`config.mk`:
```
export PLATFORM = sky130hd
export DESIGN_NAME = cdb_arbiter
export DESIGN_NICKNAME = d
export VERILOG_FILES = /design/src/rtl/cdb_arbiter.sv
export SDC_FILE = /design/constraint.sdc
export NUM_CORES = 1
export LEC_CHECK = 0
export ABC_AREA = 1
export CORE_MARGIN = 2
export CORE_UTILIZATION = 53
export DETAILED_ROUTE_END_ITERATION = 12
export PLACE_DENSITY = 0.9
export SYNTH_ARGS = -nofsm -noshare
export SYNTH_HDL_FRONTEND = slang
export SYNTH_SLANG_ARGS = --single-unit
```
`constraint.sdc`:
```
create_clock -name clk_in -period 3.8 [get_ports clk_in]
set_input_delay 0.38 -clock clk_in [delete_from_list [all_inputs] [get_ports clk_in]]
set_output_delay 0.38 -clock clk_in [all_outputs]
set_load 0.05 [all_outputs]
```
`src/rtl/cdb_arbiter.sv`:
```
`default_nettype none
// ============================================================================
//  Module   : cdb_arbiter
//  Purpose  : Shares the common data bus between the RS-embedded ALU and the
//             load/store buffer. Each producer owns a 2-entry holding FIFO;
//             a round-robin arbiter pops one entry per cycle onto a registered
//             CDB broadcast port.
//  Revision : 1.0  initial release
// ============================================================================
module cdb_arbiter #(
  parameter int RoB_WIDTH  = 4,
  parameter int FIFO_DEPTH = 2
) (
  input  logic                 clk_in,
  input  logic                 rst_in,
  input  logic                 rdy_in,
  input  logic                 flush_signal,
  input  logic                 alu_valid,
  input  logic [RoB_WIDTH-1:0] alu_index,
  input  logic [31:0]          alu_data,
  output logic                 alu_ready,
  input  logic                 lsb_valid,
  input  logic [RoB_WIDTH-1:0] lsb_index,
  input  logic [31:0]          lsb_data,
  output logic                 lsb_ready,
  output logic                 CDB_update_en,
  output logic [RoB_WIDTH-1:0] CDB_update_index,
  output logic [31:0]          CDB_update_data,
  output logic                 grant_src,
  output logic                 idle
);

  // Count value at which a source FIFO is full.
  localparam logic [1:0] C_FULL  = 2'(FIFO_DEPTH);
  // Source encodings, also used as indices into the per-source vectors.
  localparam logic       SRC_ALU = 1'b0;
  localparam logic       SRC_LSB = 1'b1;

  // Per-source views of the producer ports (bit 0 = ALU, bit 1 = LSB).
  logic [1:0]                src_valid;
  logic [1:0][RoB_WIDTH-1:0] src_index;
  logic [1:0][31:0]          src_data;
  logic [1:0]                src_ready;
  logic [1:0]                src_push;
  logic [1:0]                src_pop;
  logic [1:0]                src_nonempty;
  logic [1:0][RoB_WIDTH-1:0] head_index;
  logic [1:0][31:0]          head_data;

  // Arbitration state and decisions.
  logic last_grant;
  logic grant_any;
  logic grant_sel;
  logic pop_en;

  assign src_valid = {lsb_valid, alu_valid};
  assign src_index = {lsb_index, alu_index};
  assign src_data  = {lsb_data, alu_data};

  assign alu_ready = src_ready[SRC_ALU];
  assign lsb_ready = src_ready[SRC_LSB];

  assign idle = !src_nonempty[SRC_ALU] && !src_nonempty[SRC_LSB];

  // A pop only happens on an enabled, non-flushing cycle with something to send.
  assign pop_en = rdy_in && !flush_signal && grant_any;

  // Round-robin choice made on the FIFO state before this edge's pushes, so a
  // freshly pushed entry can never be broadcast in the same cycle.
  always_comb begin
    grant_any = src_nonempty[SRC_ALU] || src_nonempty[SRC_LSB];
    grant_sel = SRC_ALU;
    if (src_nonempty[SRC_ALU] && src_nonempty[SRC_LSB]) begin
      grant_sel = ~last_grant;
    end else if (src_nonempty[SRC_LSB]) begin
      grant_sel = SRC_LSB;
    end
  end

  // One holding FIFO per producer.
  for (genvar s = 0; s < 2; s++) begin : g_src
    logic [1:0]           count;
    logic                 head;
    logic                 tail;
    logic [RoB_WIDTH-1:0] mem_index [FIFO_DEPTH];
    logic [31:0]          mem_data  [FIFO_DEPTH];

    // Ready depends on the count before this edge; a same-cycle pop does not
    // open a slot in a full FIFO.
    assign src_ready[s]    = rst_in && rdy_in && (count != C_FULL);
    assign src_push[s]     = src_valid[s] && src_ready[s] && !flush_signal;
    assign src_pop[s]      = pop_en && (grant_sel == 1'(s));
    assign src_nonempty[s] = (count != 2'd0);
    assign head_index[s]   = mem_index[head];
    assign head_data[s]    = mem_data[head];

    // Pointer and occupancy bookkeeping; a flush empties the FIFO outright.
    always_ff @(posedge clk_in or negedge rst_in) begin
      if (!rst_in) begin
        count <= 2'd0;
        head  <= 1'b0;
        tail  <= 1'b0;
      end else if (rdy_in) begin
        if (flush_signal) begin
          count <= 2'd0;
          head  <= 1'b0;
          tail  <= 1'b0;
        end else begin
          if (src_push[s]) begin
            tail <= ~tail;
          end
          if (src_pop[s]) begin
            head <= ~head;
          end
          case ({src_push[s], src_pop[s]})
            2'b10:   count <= count + 2'd1;
            2'b01:   count <= count - 2'd1;
            default: count <= count;
          endcase
        end
      end
    end

    // Entry storage; contents are only meaningful while counted as occupied.
    always_ff @(posedge clk_in) begin
      if (src_push[s]) begin
        mem_index[tail] <= src_index[s];
        mem_data[tail]  <= src_data[s];
      end
    end
  end

  // Registered CDB broadcast and round-robin history.
  always_ff @(posedge clk_in or negedge rst_in) begin
    if (!rst_in) begin
      CDB_update_en    <= 1'b0;
      CDB_update_index <= '0;
      CDB_update_data  <= 32'd0;
      grant_src        <= SRC_ALU;
      last_grant       <= SRC_LSB;
    end else if (rdy_in) begin
      if (flush_signal) begin
        // Pretend the LSB went last so the ALU wins the first tie after flush.
        CDB_update_en <= 1'b0;
        last_grant    <= SRC_LSB;
      end else if (grant_any) begin
        CDB_update_en    <= 1'b1;
        CDB_update_index <= head_index[grant_sel];
        CDB_update_data  <= head_data[grant_sel];
        grant_src        <= grant_sel;
        last_grant       <= grant_sel;
      end else begin
        CDB_update_en <= 1'b0;
      end
    end
  end

endmodule
`default_nettype wire

```
Word-level counts from Yosys, hierarchy flattened:

Memories as Yosys holds them, arrays and structs flattened.
Index checks and enable logic that the tools add are counted.

* add/subtract/negate cells: 4
* magnitude comparators: 1
* eq/ne operators: 6
* mux-type cells: 26
* bitwise logic cells: 7
* reduce and logical (&&, ||, !) cells: 34

Operator list (count)
* $mux W32: 2
* $mux W1: 18
* $reduce_and A2 Y1: 7
* $reduce_bool A2 Y1: 7
* $logic_and A1 B1 Y1: 13
* $mux W4: 2
* $pmux W2 S2: 2
* $not A1 Y1: 7
* $reduce_bool A3 Y1: 2
* $add A2 B1 Y2 const B: 2
* $eq A2 B1 Y1 const B: 2
* $eq A2 B2 Y1 const B: 2
* $mux W2: 2
* $ne A2 B2 Y1 const B: 2
* $sub A2 B1 Y2 const B: 2
* $logic_not A1 Y1: 3
* $reduce_and A3 Y1: 1
* $lt A1 B2 Y1 const B: 1
* $logic_or A1 B1 Y1: 1

* register bits after elaboration: 47
* bits in writable memories: 144
* input port bits: 78
* output and inout bits: 41
* word-level logic and storage cells: 93
* memories: 4

Memory list
* g_src[0].mem_data: depth 2, width 32, rd ports 1, clocked after Yosys merged registers in 0, write ports 1, RTL line 86 `logic [31:0] mem_data [FIFO_DEPTH];`
* g_src[1].mem_data: depth 2, width 32, rd ports 1, clocked after Yosys merged registers in 0, write ports 1, RTL line 86
* g_src[0].mem_index: depth 2, width 4, rd ports 1, clocked after Yosys merged registers in 0, write ports 1, RTL line 85 `logic [RoB_WIDTH-1:0] mem_index [FIFO_DEPTH];`
* g_src[1].mem_index: depth 2, width 4, rd ports 1, clocked after Yosys merged registers in 0, write ports 1, RTL line 85

Depth between registers and ports, before layout:

Gate-level depths: netlist of run 1.

* depth after elaboration: 8
* gate-level depth with buffers: 11
* mapped depth without buffers: 11

Worst setup path before layout of run 1:

No wires, ideal clock.

* path type: reg2reg
* start: register g_src[1].count[0]
* end: memory g_src[1].mem_data[0][0] (enable)
* library setup time: 430 ps
* arrival time: 2766 ps
* data required time: 3370 ps
* setup slack: 604 ps
* stages on the path, launching flop included: 5
* period minus slack after synthesis: 3196 ps
* path through: dfrtp_1 > inv_1 > a21oi_2 > nand3_2 > nor2_1

* word-level cells in the longest chain between the ends: 6

Ends and longest elaborated chain
* start, declared: RTL line 82 `logic [1:0] count;`
* start signal, assigned: RTL line 116 `2'b10: count <= count + 2'd1;`
* start signal, assigned: RTL line 117 `2'b01: count <= count - 2'd1;`
* start signal, assigned: RTL line 118 `default: count <= count;`
* $ne A2 B2 Y1: RTL line 90 `assign src_ready[s] = rst_in && rdy_in && (count != C_FULL);`
* $logic_and A1 B1 Y1: RTL line 90
* net lsb_ready: RTL line 25 `output logic lsb_ready,`
* $logic_and A1 B1 Y1 (2 in series): RTL line 91 `assign src_push[s] = src_valid[s] && src_ready[s] && !flush_signal;`
* $mux W1: RTL line 126 `if (src_push[s]) begin`
* $mux W1 (not written as such): RTL line 128 `mem_data[tail] <= src_data[s];`
* end, declared: RTL line 86

The timed path passes the listed nets, and every way through them passes these cells.

Final worst setup path of run 1:

* start: input port rdy_in
* end: output port lsb_ready

* word-level cells in the longest chain between the ends: 2

Ends and longest elaborated chain
* start, declared: RTL line 16 `input logic rdy_in,`
* $logic_and A1 B1 Y1 (2 in series): RTL line 90
* end, declared: RTL line 25

No other way between the ends.

==> run metrics, run 1 <==
Diodes inserted=0; vias per inst=5.63; static leakage=0.00353 µW; Synth Area per Inst=14.2 µm²; gpl congestion=0.862; Worst setup SP type=input port; Clock power frac=25.7%; DPL Wire Length=10.5 mm; Vias=4738; WL final=16.7 mm; vias in the first global route=4960; mux cell area share after synthesis=5.89%; Max-Cap Viols=0; Die H=123 µm; Post-Synth XOR/XNOR Area=0.234%; Layout Skew=0.00801 ns; antenna violations before repair=0; Initial Utilization=54.1%; cts repair resizes=0; Worst-path clk slew=0.07 ns; post-route ant nets=0; H-Tree Depth=4; CTS tree=built; Max clock buf depth=2; post-synth cell types=33; outcome=completed; Final TNS setup=0 ns; Least-Margin Pin Slew=0.992 ns; CP Data Arrival Time=2.31 ns; hold_buf cts=0; share of cells above drive strength 1=11.8%; Post-Synth Adder-Cell Area=0%; cell-internal power=4300 µW; Max FO, Critical Path=7; Comb power frac=32.8%; Yosys Warn Count=0; first-pass GRT wire length=25.7 mm; Crit. End Element=output pin; fmax=371 MHz; post-synthesis register bit count=191; Hold Crit Class=in2async; Setup-failing EPs final=0; port buffer count=118; DRC viols=0; sequential area share after synthesis=73.6%; Final min period=2.69 ns; die area=15100 µm²; Core Region=13800 µm²; initial DRC count=470; GR Util All Layers=23.3%; Slew headroom=33.8%; Row Count=43; largest net degree at the start of global routing=48; wire per inst=19.9 µm; nets=727; WP data required=3.42 ns; die width=123 µm; area share of and/or/nand/nor cells after synthesis=12.0%; total clock sinks=191; Switch Pwr=2470 µW; RSZ-0062 raised after global routing=false; Setup Slack @ Placement=1.09 ns; Pre-antenna DRT Iters=5; CTS root buffer=clkbuf_16; P&R area growth vs syn=25.6%; post-synthesis cell area=7480 µm²; largest family of logic cells by synthesized area=simple AND/OR/NAND/NOR gates; Pwr Density=720 nW/µm²; IO Pins=119; Syn Inst Count=526; Num CTS Buffers=17; Final Hold Fails=0; Net Count, Synth=604; hold slack=0.103 ns; Crit Path Class=in2out; VDD IR max=0.375 mV; Synth Area in Compound Gates=5.42%; Worst-Skew Late Latency=0.43 ns; switching part of the total power=36.5%; grt total ovfl=0; Final WS setup=1.11 ns; max-slew violation count=0; post-CTS setup repair buffer count=0; Seq pwr share=41.5%; crit share post-route=70.9%
-- kinds of logic (layout without fill, tap and decap cells) --
group                  Yosys count  in the layout
AND/OR/NAND/NOR                214            214
flip-flops                     191            191
multiplexers                    44             44
buffers and inverters           39            175
AO/OA/AOI/OAI                   36             36
XOR/XNOR                         2              2
-- cells in the mapped netlist --
library cell  count  area (µm²)
nor2_8            1        20.0
mux2i_1          44         440
clkbuf_1          3        11.3
o221ai_1          2        17.5
nor2_4            1        11.3
inv_4             1        6.26
edfxtp_1        144        4320
o221ai_2         20         300
buf_6             5        56.3
xnor2_1           1        8.76
inv_1            15        56.3
nor2_1            9        33.8
nand4_1           1        6.26
nor2_2            1        6.26
nand2_4           2        22.5
inv_2             2        7.51
o21bai_4          1        18.8
buf_2             6        30.0
nand3_1          21         105
nand3_2           2        20.0
a21oi_2           1        8.76
nand2_2           4        25.0
or2_2             1        6.26
clkinv_1          1        3.75
nand2_1         171         642
buf_4             5        37.5
a21oi_1           3        15.0
o21ai_0           6        30.0
dfrtp_1          46        1150
xor2_1            1        8.76
buf_1             1        3.75
o21ai_1           3        15.0
dfstp_2           1        26.3
-- cell type report --
cell class                      instances  area (µm²)
Sequential cell                       191        5500
Timing Repair Buffer                  124        1220
Fill cell                             919        4430
Clock buffer                           23         468
Inverter                               19        73.8
Multi-Input combinational cell        296        1790
Clock inverter                          9         109
Tap cell                              180         225
-- worst max-delay path, cell delays in order --
cell and delay (ns):
clkdlybuf4s50_1 0.67, nand2_1 0.18, a21oi_2 0.21, clkdlybuf4s50_1 0.86
-- through the flow --
step	utilization, %	instance area, µm²	cells	total power, µW
finish	67.9	9390	842	6770
CTS	67.9	9390	842	6780
floorplan	-	7480	526	4280
global placement	63.8	8820	810	4940
detailed placement	63.8	8820	810	5030
global route	67.9	9390	842	7010
-- cell usage in the layout (no fill, tap or decap), types with 3 or more instances in the layout --
cell and instances:
nand2_1 171, edfxtp_1 144, clkdlybuf4s50_1 117, dfrtp_1 44, mux2i_1 44, nand3_1 21
o221ai_2 20, clkbuf_16 17, inv_1 15, o21ai_0 6, buf_4 6, nor2_4 5
nor2_1 5, nand2_2 4, clkbuf_1 4, a21oi_1 3, o21ai_1 3, clkinvlp_4 3
-- registers in the layout, summed over array words and instances, names as in the netlist --
signal            cells
CDB_update_en         1
CDB_update_data      32
last_grant            1
g_src.tail            2
g_src.head            2
g_src.mem_index      16
g_src.count           4
CDB_update_index      4
g_src.mem_data      128
grant_src             1
-- power groups by stage --
stage	logic [µW]	clock network, µW	registers (µW)
floorplan	959	0	3320
global placement	2120	0	2820
detailed placement	2190	0	2830
CTS	2230	1750	2800
global route	2350	1840	2830
finish	2220	1740	2810
-- path summary, 6_finish.rpt --
kind / startpoint / endpoint / slack (ns) / cells after the start
max in group asynchronous: rst_in / g_src[1].head$_DFFE_PN0P_ / 3.24 / 2
worst max-delay path: rdy_in / lsb_ready / 1.11 / 4
worst min register to register: CDB_update_data[4]$_DFFE_PN0N_ / CDB_update_data[4]$_DFFE_PN0N_ / 0.51 / 2
worst max register to register: g_src[1].count[1]$_DFFE_PN0P_ / g_src[1].count[1]$_DFFE_PN0P_ / 1.45 / 10
min in group clk_in: CDB_update_data[4]$_DFFE_PN0N_ / CDB_update_data[4]$_DFFE_PN0N_ / 0.51 / 2
worst min-delay path: rst_in / CDB_update_data[29]$_DFFE_PN0N_ / 0.10 / 2
-- per-layer routing --
metal  vias to the layer above  track usage, %  wire [µm]
li1                       2107               -          -
met4                         0            10.5        518
met5                         -               0          0
met2                       213            40.0       8650
met1                      2374            28.3       6470
met3                        44            5.07       1120
(Power assumes the default switching activity.)
==> inputs of run 2 (changes only) <==
Settings changed: CORE_UTILIZATION 53 to 48, PLACE_DENSITY 0.9 to 0.87.
Clock period 3.8 ns to 2.2 ns, I/O delays scaled along.
==> run 2 against run 1 <==
Compared with the run above:
- first-iteration DRC count down 7.7%
- worst setup slack got worse by 0.97 ns
- sequential share of layout area shrank 1.7 points
- non-clock buffer count up 13
- final area increased by 3.0%
- global-route usage fell by 2.6 points
- clock skew increased by 0.0018 ns
- final cell count increased by 2.5%
- combinational power is 82% higher
- wire length is 0.53% lower
- critical path type is now reg2out
- largest power group unchanged
==> run metrics, run 2 (synthesis gave the netlist of run 1 again) <==
outcome=completed; die area=16600 µm²; Non-Filler Instances=863; Least-Margin Pin Slew=0.650 ns; P&R area growth vs syn=29.5%; CTS root buffer=clkbuf_16; Final Hold Fails=0; WP data required=1.98 ns; max-slew violation count=0; Final WS setup=0.139 ns; Worst-path clk slew=0.07 ns; wire per inst=19.3 µm; GR Util All Layers=20.7%; post-route ant nets=0; grt total ovfl=0; Largest regs=g_src.mem_data (128), CDB_update_data (32), g_src.mem_index (16); IO Pins=119; vias per inst=5.45; Diodes inserted=0; Core Region=15200 µm²; most frequent cells in the layout=nand2_1, edfxtp_1, clkdlybuf4s50_1, dfrtp_1, mux2i_1; Worst setup SP type=flop; cell depth of the worst setup path=4; port buffer count=118; Num CTS Buffers=17; die width=129 µm; Final min period=2.06 ns; first-pass GRT wire length=25.6 mm; VDD IR max=0.685 mV; Crit Path Class=reg2out; antenna violations before repair=0; Worst-Skew Late Latency=0.43 ns; number of flip-flops under the largest register name=128; initial DRC count=434; dpl cell area=9060 µm²; Die H=129 µm; RSZ-0062 raised after global routing=false; CP Cell Sequence=nor2_1 > nand2_2 > inv_1 > dlygate4sd2_1; Vias=4702; H-Tree Depth=4; Buf/Inv on CP=2; gpl congestion=0.875; multi-input logic area=1800 µm²; crit share post-route=93.7%; final instance area=9680 µm²; total clock sinks=191; static leakage=0.00366 µW; share of cells above drive strength 1=13.8%; Pre-antenna DRT Iters=5; Max-Cap Viols=0; nets=740; Hold Crit Class=in2reg; WL final=16.7 mm; Pwr Density=1230 nW/µm²; vias in the first global route=4865; Slew headroom=56.7%; commonest non-fill, non-tap cell in the layout=nand2_1; fillers=1038; worst r2r path cells=10; Max clock buf depth=2; CP top delay family=buffers and inverters; Layout Skew=0.00978 ns; largest net degree at the start of global routing=48; Hold Path Depth=1; post-layout power=11900 µW; DRC viols=0; CTS tree=built; Max FO, Critical Path=4; DPL Wire Length=11.3 mm; Row Count=45; Initial Utilization=49.2%; cell count after placement=830; Setup-failing EPs final=0; Crit-path slowest cell=dlygate4sd2_1; fmax=485 MHz; CP Data Arrival Time=1.84 ns; largest register by flop count=g_src.mem_data; CP peak stage delay=0.53 ns; Crit. End Element=output pin; Setup Slack @ Placement=0.201 ns; FF/Latch Area=5500 µm²
-- run 2: worst paths after layout --
path	from	end	slack (ns)
setup / recovery	g_src[1].count[1]$_DFFE_PN0P_	idle	0.14
hold / removal	lsb_data[21]	g_src[1].mem_data[1][21]$_DFFE_PP_	0.37
setup reg to reg	g_src[1].count[1]$_DFFE_PN0P_	g_src[1].count[0]$_DFFE_PN0P_	0.48
hold reg to reg	CDB_update_en$_DFFE_PN0P_	CDB_update_en$_DFFE_PN0P_	0.50
max in group asynchronous	rst_in	g_src[1].head$_DFFE_PN0P_	1.25
min in group asynchronous	rst_in	CDB_update_en$_DFFE_PN0P_	0.47
-- run 2: metrics by stage --
stage | hold slack, ns | TNS, ns | util, %
after floorplan | -0.0756 | -36.66 | -
after global placement | 0.395 | 0 | 59.6
after detailed placement | 0.408 | 0 | 59.6
after CTS | 0.354 | 0 | 63.7
after global routing | 0.346 | 0 | 63.7
final | 0.371 | 0 | 63.7
-- run 2: power by group --
group	total (µW)	internal (µW)	switching [µW]	leakage, µW
registers	4720	4340	385	0.00189
clock network	3170	1920	1250	0.000295
logic	4030	1430	2600	0.00147
total	11900	7690	4230	0.00366
-- run 2: cell type report --
cell class,count,area share [%]
clock buffer,20,4.62
multi-input combinational,296,18.6
clock inverter,12,1.72
sequential,191,56.9
tap,188,2.43
timing repair buffer,137,15.0
inverter,19,0.763
-- run 2: timing repair --
action / in CTS / in global routing
hold buffers: 1 / 0
resized for setup: 1 / 0
buffers inserted: 0 / 0
hold endpoints to repair: 46 / 0
endpoints found under the setup margin: 1 / 0
-- run 2: layer usage --
layer | up-vias | part of all wire, % | global-route usage, %
met3 | 39 | 6.0 | 5.36
met4 | 0 | 3.0 | 8.70
met5 | - | 0 | 0
li1 | 2134 | - | -
met1 | 2331 | 41 | 26.7
met2 | 198 | 50 | 33.8
-- run 2: worst register-to-register path, cell delays in order, from the launching register on --
cell and delay (ns):
dfrtp_1 0.46, nor2_1 0.23, nand2_2 0.13, nand2_4 0.16, nor2_8 0.07, inv_4 0.20
nand2_2 0.08, nand2_2 0.09, nand2_1 0.08, nand2_1 0.07, nand2_1 0.06
==> inputs of run 3 (changes only) <==
Settings changed: CAP_MARGIN set to 20, HOLD_SLACK_MARGIN set to 0.1, TNS_END_PERCENT set to 50.
==> results of run 3 <==
The final DEF is identical to that of run 2; final timing and power are the same.
